===== src/rtl/prbs_check.sv =====
// rtl/prbs_check.sv - x^29 + x^19 + 1 PRBS checker with self-sync, BER counters and loss-of-lock detection
module prbs_check #(
    parameter int LOCK_COUNT    = 64,
    parameter int WINDOW        = 256,
    parameter int UNLOCK_ERRORS = 8
) (
    input  logic        clk,
    input  logic        reset_n,
    input  logic        in_bit,
    input  logic        in_valid,
    input  logic        clear_counts,
    output logic        locked,
    output logic        err_pulse,
    output logic [31:0] err_count,
    output logic [31:0] bit_count
);

    typedef enum logic {SEARCH, LOCKED} state_t;

    state_t      state;
    logic [28:0] hist;
    logic [4:0]  fill;
    logic [15:0] match;
    logic [16:0] win_pos;
    logic [16:0] win_err;

    logic        pred;
    logic        mism;
    logic [15:0] match_inc;
    logic [16:0] win_err_inc;

    assign pred        = hist[18] ^ hist[28];
    assign mism        = in_bit ^ pred;
    assign match_inc   = match + 16'd1;
    assign win_err_inc = win_err + 17'd1;

    always_ff @(posedge clk or negedge reset_n) begin
        if (!reset_n) begin
            state     <= SEARCH;
            hist      <= '0;
            fill      <= '0;
            match     <= '0;
            win_pos   <= '0;
            win_err   <= '0;
            locked    <= 1'b0;
            err_pulse <= 1'b0;
            err_count <= '0;
            bit_count <= '0;
        end else begin
            err_pulse <= 1'b0;
            if (in_valid) begin
                if (state == SEARCH) begin
                    hist <= {hist[27:0], in_bit};
                    if (fill != 5'd29) begin
                        fill <= fill + 5'd1;
                    end else if (mism || hist == '0) begin
                        // An all-zero history is a degenerate fixed point, never trust it
                        match <= '0;
                    end else if (match_inc == 16'(LOCK_COUNT)) begin
                        match   <= '0;
                        state   <= LOCKED;
                        locked  <= 1'b1;
                        win_pos <= '0;
                        win_err <= '0;
                    end else begin
                        match <= match_inc;
                    end
                end else begin
                    // Free-run on our own prediction so a line error cannot echo at taps 19/29
                    hist <= {hist[27:0], pred};
                    if (bit_count != 32'hFFFF_FFFF)
                        bit_count <= bit_count + 32'd1;
                    if (mism) begin
                        err_pulse <= 1'b1;
                        if (err_count != 32'hFFFF_FFFF)
                            err_count <= err_count + 32'd1;
                    end
                    if (mism && win_err_inc == 17'(UNLOCK_ERRORS)) begin
                        state   <= SEARCH;
                        locked  <= 1'b0;
                        fill    <= '0;
                        match   <= '0;
                        win_pos <= '0;
                        win_err <= '0;
                    end else if (win_pos == 17'(WINDOW - 1)) begin
                        win_pos <= '0;
                        win_err <= '0;
                    end else begin
                        win_pos <= win_pos + 17'd1;
                        if (mism)
                            win_err <= win_err_inc;
                    end
                end
            end
            if (clear_counts) begin
                err_count <= '0;
                bit_count <= '0;
            end
        end
    end

endmodule


===== config.mk =====
export PLATFORM = sky130hd
export DESIGN_NAME = prbs_check
export DESIGN_NICKNAME = d
export VERILOG_FILES = /design/src/rtl/prbs_check.sv
export SDC_FILE = /design/constraint.sdc
export NUM_CORES = 1
export LEC_CHECK = 0
export BUFFER_PORTS_ARGS = -buffer_cell sky130_fd_sc_hd__clkbuf_2
export CAP_MARGIN = 40
export CORE_ASPECT_RATIO = 1.4
export CORE_MARGIN = 3
export CORE_UTILIZATION = 59
export CTS_CLUSTER_DIAMETER = 60
export DETAILED_ROUTE_END_ITERATION = 16
export PLACE_DENSITY = 0.78
export SLEW_MARGIN = 0
export SYNTH_ARGS = -nofsm -noshare
export SYNTH_HDL_FRONTEND = slang
export SYNTH_SLANG_ARGS = --single-unit

===== constraint.sdc =====
create_clock -name clk -period 4.15 [get_ports clk]
set_input_delay 0.2075 -clock clk [delete_from_list [all_inputs] [get_ports clk]]
set_output_delay 0.2075 -clock clk [all_outputs]
set_load 0.005 [all_outputs]

After elaboration in Yosys (flattened, before gate mapping)

Cells that the tools add are included.

Flip-flop bits (word level): 151
Bits in latches: 0
Memory bits (writable): 0
Bits in read-only memories: 0
Bits of input ports: 5
Output and inout bits: 66
Word-level logic and storage cells: 86
Memories: 0

Add/subtract/negate cells: 6
Multiply operators: 0
Div/mod/pow operators: 0
Order comparisons: 0
Eq/ne operators: 10
Shifts and indexed selects: 0
Mux-type cells: 41
Bitwise gates (word level): 2
Reduce and logical (&&, ||, !) cells: 17

Operators by type and width:

| cell                  | count |
|---|---|
| $mux 32               | 9 |
| $mux 17               | 10 |
| $mux 16               | 5 |
| $add 32x1->32 const B | 2 |
| $ne 32x32->1 const B  | 2 |
| $add 17x1->17 const B | 2 |
| $logic_not 29->1      | 1 |
| $eq 17x4->1 const B   | 1 |
| $eq 17x8->1 const B   | 1 |
| $add 16x1->16 const B | 1 |
| $eq 16x7->1 const B   | 1 |
| $mux 5                | 3 |
| $mux 1                | 14 |
| $reduce_bool 2->1     | 7 |
| $reduce_and 5->1      | 2 |
| $reduce_and 3->1      | 3 |
| $reduce_and 4->1      | 2 |
| $add 5x1->5 const B   | 1 |
| $ne 5x5->1 const B    | 1 |
| $ne 2x2->1 const B    | 2 |
| $ne 4x1->1 const B    | 1 |
| $ne 2x1->1 const B    | 1 |
| $xor 1x1->1           | 2 |
| $logic_and 1x1->1     | 1 |
| $logic_or 1x1->1      | 1 |

Logic depth before layout (Yosys ltp)

Word-level depth: 6
Gate-level depth with buffers: 11
Mapped depth without buffers: 9

Least setup slack after synthesis

No wires, ideal clock.

Path type: flip-flop to flip-flop
Start: register match[0]
End: register win_pos[8]
Library setup time: 0.092 ns
Data arrival time: 2.820 ns
Data required time: 4.058 ns
Setup slack: 1.238 ns
Stages on the path, launching flop included: 12
Buffers on the path: 2
Period minus slack after synthesis: 2.912 ns
Cells stage by stage: dfrtp_1 -> ha_1 -> nand4_1 -> nor2_1 -> mux2_2 -> a2bb2oi_1 -> nor4_4 -> nor2_2 -> or2_1 -> buf_2 -> buf_6 -> o31ai_2

Longest elaborated chain between the ends: 4

Ends and longest elaborated chain:

| what                               | line | text |
|---|---|---|
| start, declared                    | 23   | `logic [15:0] match;` |
| start signal, assigned             | 66   | `match <= match_inc;` |
| $add 16x1->16                      | 34   | `assign match_inc = match + 16'd1;` |
| $eq 16x7->1                        | 59   | `end else if (match_inc == 16'(LOCK_COUNT)) begin` |
| $reduce_bool 2->1 (no source line) | --   |  |
| $reduce_and 4->1 (no source line)  | --   |  |
| end signal, assigned               | 89   | `win_pos <= win_pos + 17'd1;` |
| end, declared                      | 24   | `logic [16:0] win_pos;` |

No other way between the ends.
A chain may end at the register's enable or synchronous reset.

Worst setup path in the final report

Start: register match[0]
End: register win_pos[5]

Same word-level chain as after synthesis.

==> metrics.cfg <==
[power_and_ir_drop]
power_frac_seq = 0.486
p_leak_nw = 3.98
pwr-share-comb = 0.109
vdd_drop_max_mv = 0.394
netSwitchingFraction = 0.252
cellInternalPower_mw = 2.66
p_switching_mw = 0.899
pwr-share-clk = 0.405
power.density_mw_per_mm2 = 389

[floorplan]
die_w_um = 105
row_count = 50
coreArea_sq_mm = 0.0135
die_h_um = 145
die-area_sq_mm = 0.0152
ioPinCount = 71
start_util = 0.604

[clock_network]
clock-root-buffer = clkbuf_16
cts_tree = yes
cts.sinks = 151
clockBufferDepth = 2
cts_hold_buf = 1
h-tree-depth = 4
post_cts_resized = 0
cts_made_buffers = 17
insertion_delay_ns = 0.42
cts_setup_buffers = 0
clkTransAtPathRegs_ns = 0.06

[logic_synthesis]
async_flop_share = 1.00
synth_top_family_by_area = simple AND/OR/NAND/NOR gates
yosys-top-cells-area = dfrtp_1, nor2_1, xor2_1
syn_nets = 865
synth_common_cells = dfrtp_1, nor2_1, nand2_1
synth_cell_types = 66
yosys.area.top_type = dfrtp_1
synth-edff-count = 0
ys_ff_latch = 151
synthXorXnorAreaFrac = 0.0729
synthMostInstantiatedCell = dfrtp_1
synth_compound_area_frac = 0.129
synth.area.mux_share = 0.0454
synth_top_cell_area_share = 0.465
yosys.area_share.simple = 0.243
syn_area_per_cell_sq_um = 9.55
synth_fa_ha_area_frac = 0.0139
synthFlopType = dfrtp_1
syn-cell-area_sq_mm = 0.00813
ys_warn_count = 0
ys_seq_area_frac = 0.465
synthCells = 851

[worst_setup_path]
critical_path.max_stage_delay_ns = 0.51
required_ns = 4.45
path_cells = ha_1, nand4_1, nor2_1, mux2_2, a2bb2oi_1, nor4_4, nor2_2, or2_1, o41ai_1
slowest_stage = or2_1
critPathLaunchType = flop
endpoint_kind = flop
crit_type = reg2reg
crit_arrival_ns = 3.88
path_max_fanout = 19
setup.worst_path.start = match[0]$_DFFE_PN0P_
timing.rr.start = match[0]$_DFFE_PN0P_

[grt]
grt_max_degree = 92
grt_pass1_vias = 6425
grt_pass1_wl_um = 30300
grt_usage = 0.240
antenna_found_initial = 0
overflow = 0

[detailed_routing]
first_pass_iters = 4
drt_iter0_drc = 274
viasPerCell = 6.03
wl_met2_um = 9380
routedWlPerCell_um = 15.9
dr_wl_met3_um = 551
vias = 6647
wl_met1_um = 7280
drc_errors = 0
finalWirelength_um = 17500
top_layer = met4
antenna_left = 0

[finish]
final.fill_count = 1071
area_delta_synth_final_pct = 12.6
drive_above_1_share = 0.180
fin_cells = 1103
nets = 925
n_antenna_cell = 0

[sta]
fin_crit_sh = 0.862
period_needed_ns = 3.58
rsz0062_at_grt = false
setup_viol = 0
setup_tns_ns = 0
final-hold-violation-count = 0
max_freq_mhz = 280
fin_skew_ns = 0.00617
maxSlewViolCount = 0
worst_pin_slew_ns = 0.849
relSlewSlack = 0.434
hold_ws_ns = 0.201

[place]
dp.cells = 1073
routabilityCongestion = 0.875
dp_hpwl_um = 12000
port_buffers = 70

[job]
max_cap_violations = 0

[min_path]
worstHoldStart = in_bit
worstHoldPathType = in2reg

[status]
status = finished clean

[metal layers]
layer	up-vias	track usage
met5	-	0
met1	3287	0.294
met2	138	0.432
met3	25	0.0342
met4	0	0.0885
li1	3197	-
[worst max-delay path, delay by kind of cell, from the launching register on]
family | cells | cell delay, ns
compound gates | 2 | 0.51
fa+ha+maj | 1 | 0.31
flops | 1 | 0.47
mux | 1 | 0.37
simple gates | 5 | 1.77
[power by group through the flow]
stage | clock network, mW | logic, mW | registers (mW)
final | 1.44 | 0.388 | 1.73
after global routing | 1.53 | 0.438 | 1.75
after CTS | 1.47 | 0.395 | 1.73
after detailed placement | 0 | 0.390 | 1.75
after global placement | 0 | 0.376 | 1.75
after floorplan | 0 | 0.288 | 1.72
[state kept, by name, indices dropped and copies added (netlist names)]
signal	flops
win_pos	17
match	16
win_err	17
hist	29
locked	1
err_pulse	1
state	1
bit_count	32
err_count	32
fill	5
[stage by stage]
step | total power, mW | cell area, sq um | util | setup slack (ns)
finish | 3.56 | 9160 | 0.681 | 0.574
CTS | 3.59 | 9160 | 0.681 | 0.591
global route | 3.73 | 9160 | 0.681 | 0.271
detailed placement | 2.14 | 8600 | 0.640 | 0.612
global placement | 2.12 | 8600 | 0.639 | 0.685
floorplan | 2.00 | 8130 | - | 1.24
[path summary, 6_finish.rpt]
path                                             end  slack, ns  depth (start not counted)
setup / recovery              win_pos[5]$_DFFE_PN0P_       0.57                          9
hold / removal                   hist[0]$_DFFE_PN0P_       0.20                          3
setup reg to reg              win_pos[5]$_DFFE_PN0P_       0.57                          9
hold reg to reg               win_pos[4]$_DFFE_PN0P_       0.49                          1
max in group asynchronous  bit_count[23]$_DFFE_PN0P_       2.76                          3
min in group asynchronous       match[7]$_DFFE_PN0P_       0.45                          2
[final cells by class]
cell class,count,area [sq um],share of cell area
Tap cell,182,228,0.0249
Sequential cell,151,3780,0.413
Clock inverter,8,75.1,0.00820
Clock buffer,21,470,0.0514
Timing Repair Buffer,82,447,0.0488
Inverter,13,48.8,0.00533
Multi-Input combinational cell,646,4110,0.449
[cell families (layout without fill, tap and decap cells)]
family,count (synthesis),in the layout
AO/OA/AOI/OAI,158,158
XOR/XNOR,66,66
adder cells (fa/ha/maj),9,9
buffers and inverters,54,124
flip-flops,151,151
multiplexers,33,33
AND/OR/NAND/NOR,380,380
[layout by cell type (no fill, tap or decap), drive strengths merged, types with 12 or more instances in the layout]
cell type | Yosys | layout
nand3 | 41 | 41
o21ai | 70 | 70
nor4 | 21 | 21
and3 | 16 | 16
clkbuf | 23 | 90
nor3 | 22 | 22
nand4 | 40 | 40
inv | 13 | 14
a21oi | 18 | 18
xnor2 | 24 | 24
nor2 | 115 | 115
mux2 | 31 | 31
nand2 | 61 | 61
nand2b | 12 | 12
xor2 | 41 | 41
dfrtp | 151 | 151
buf | 18 | 12
o31ai | 22 | 22
Note: power is estimated with default switching activity, not from simulation.
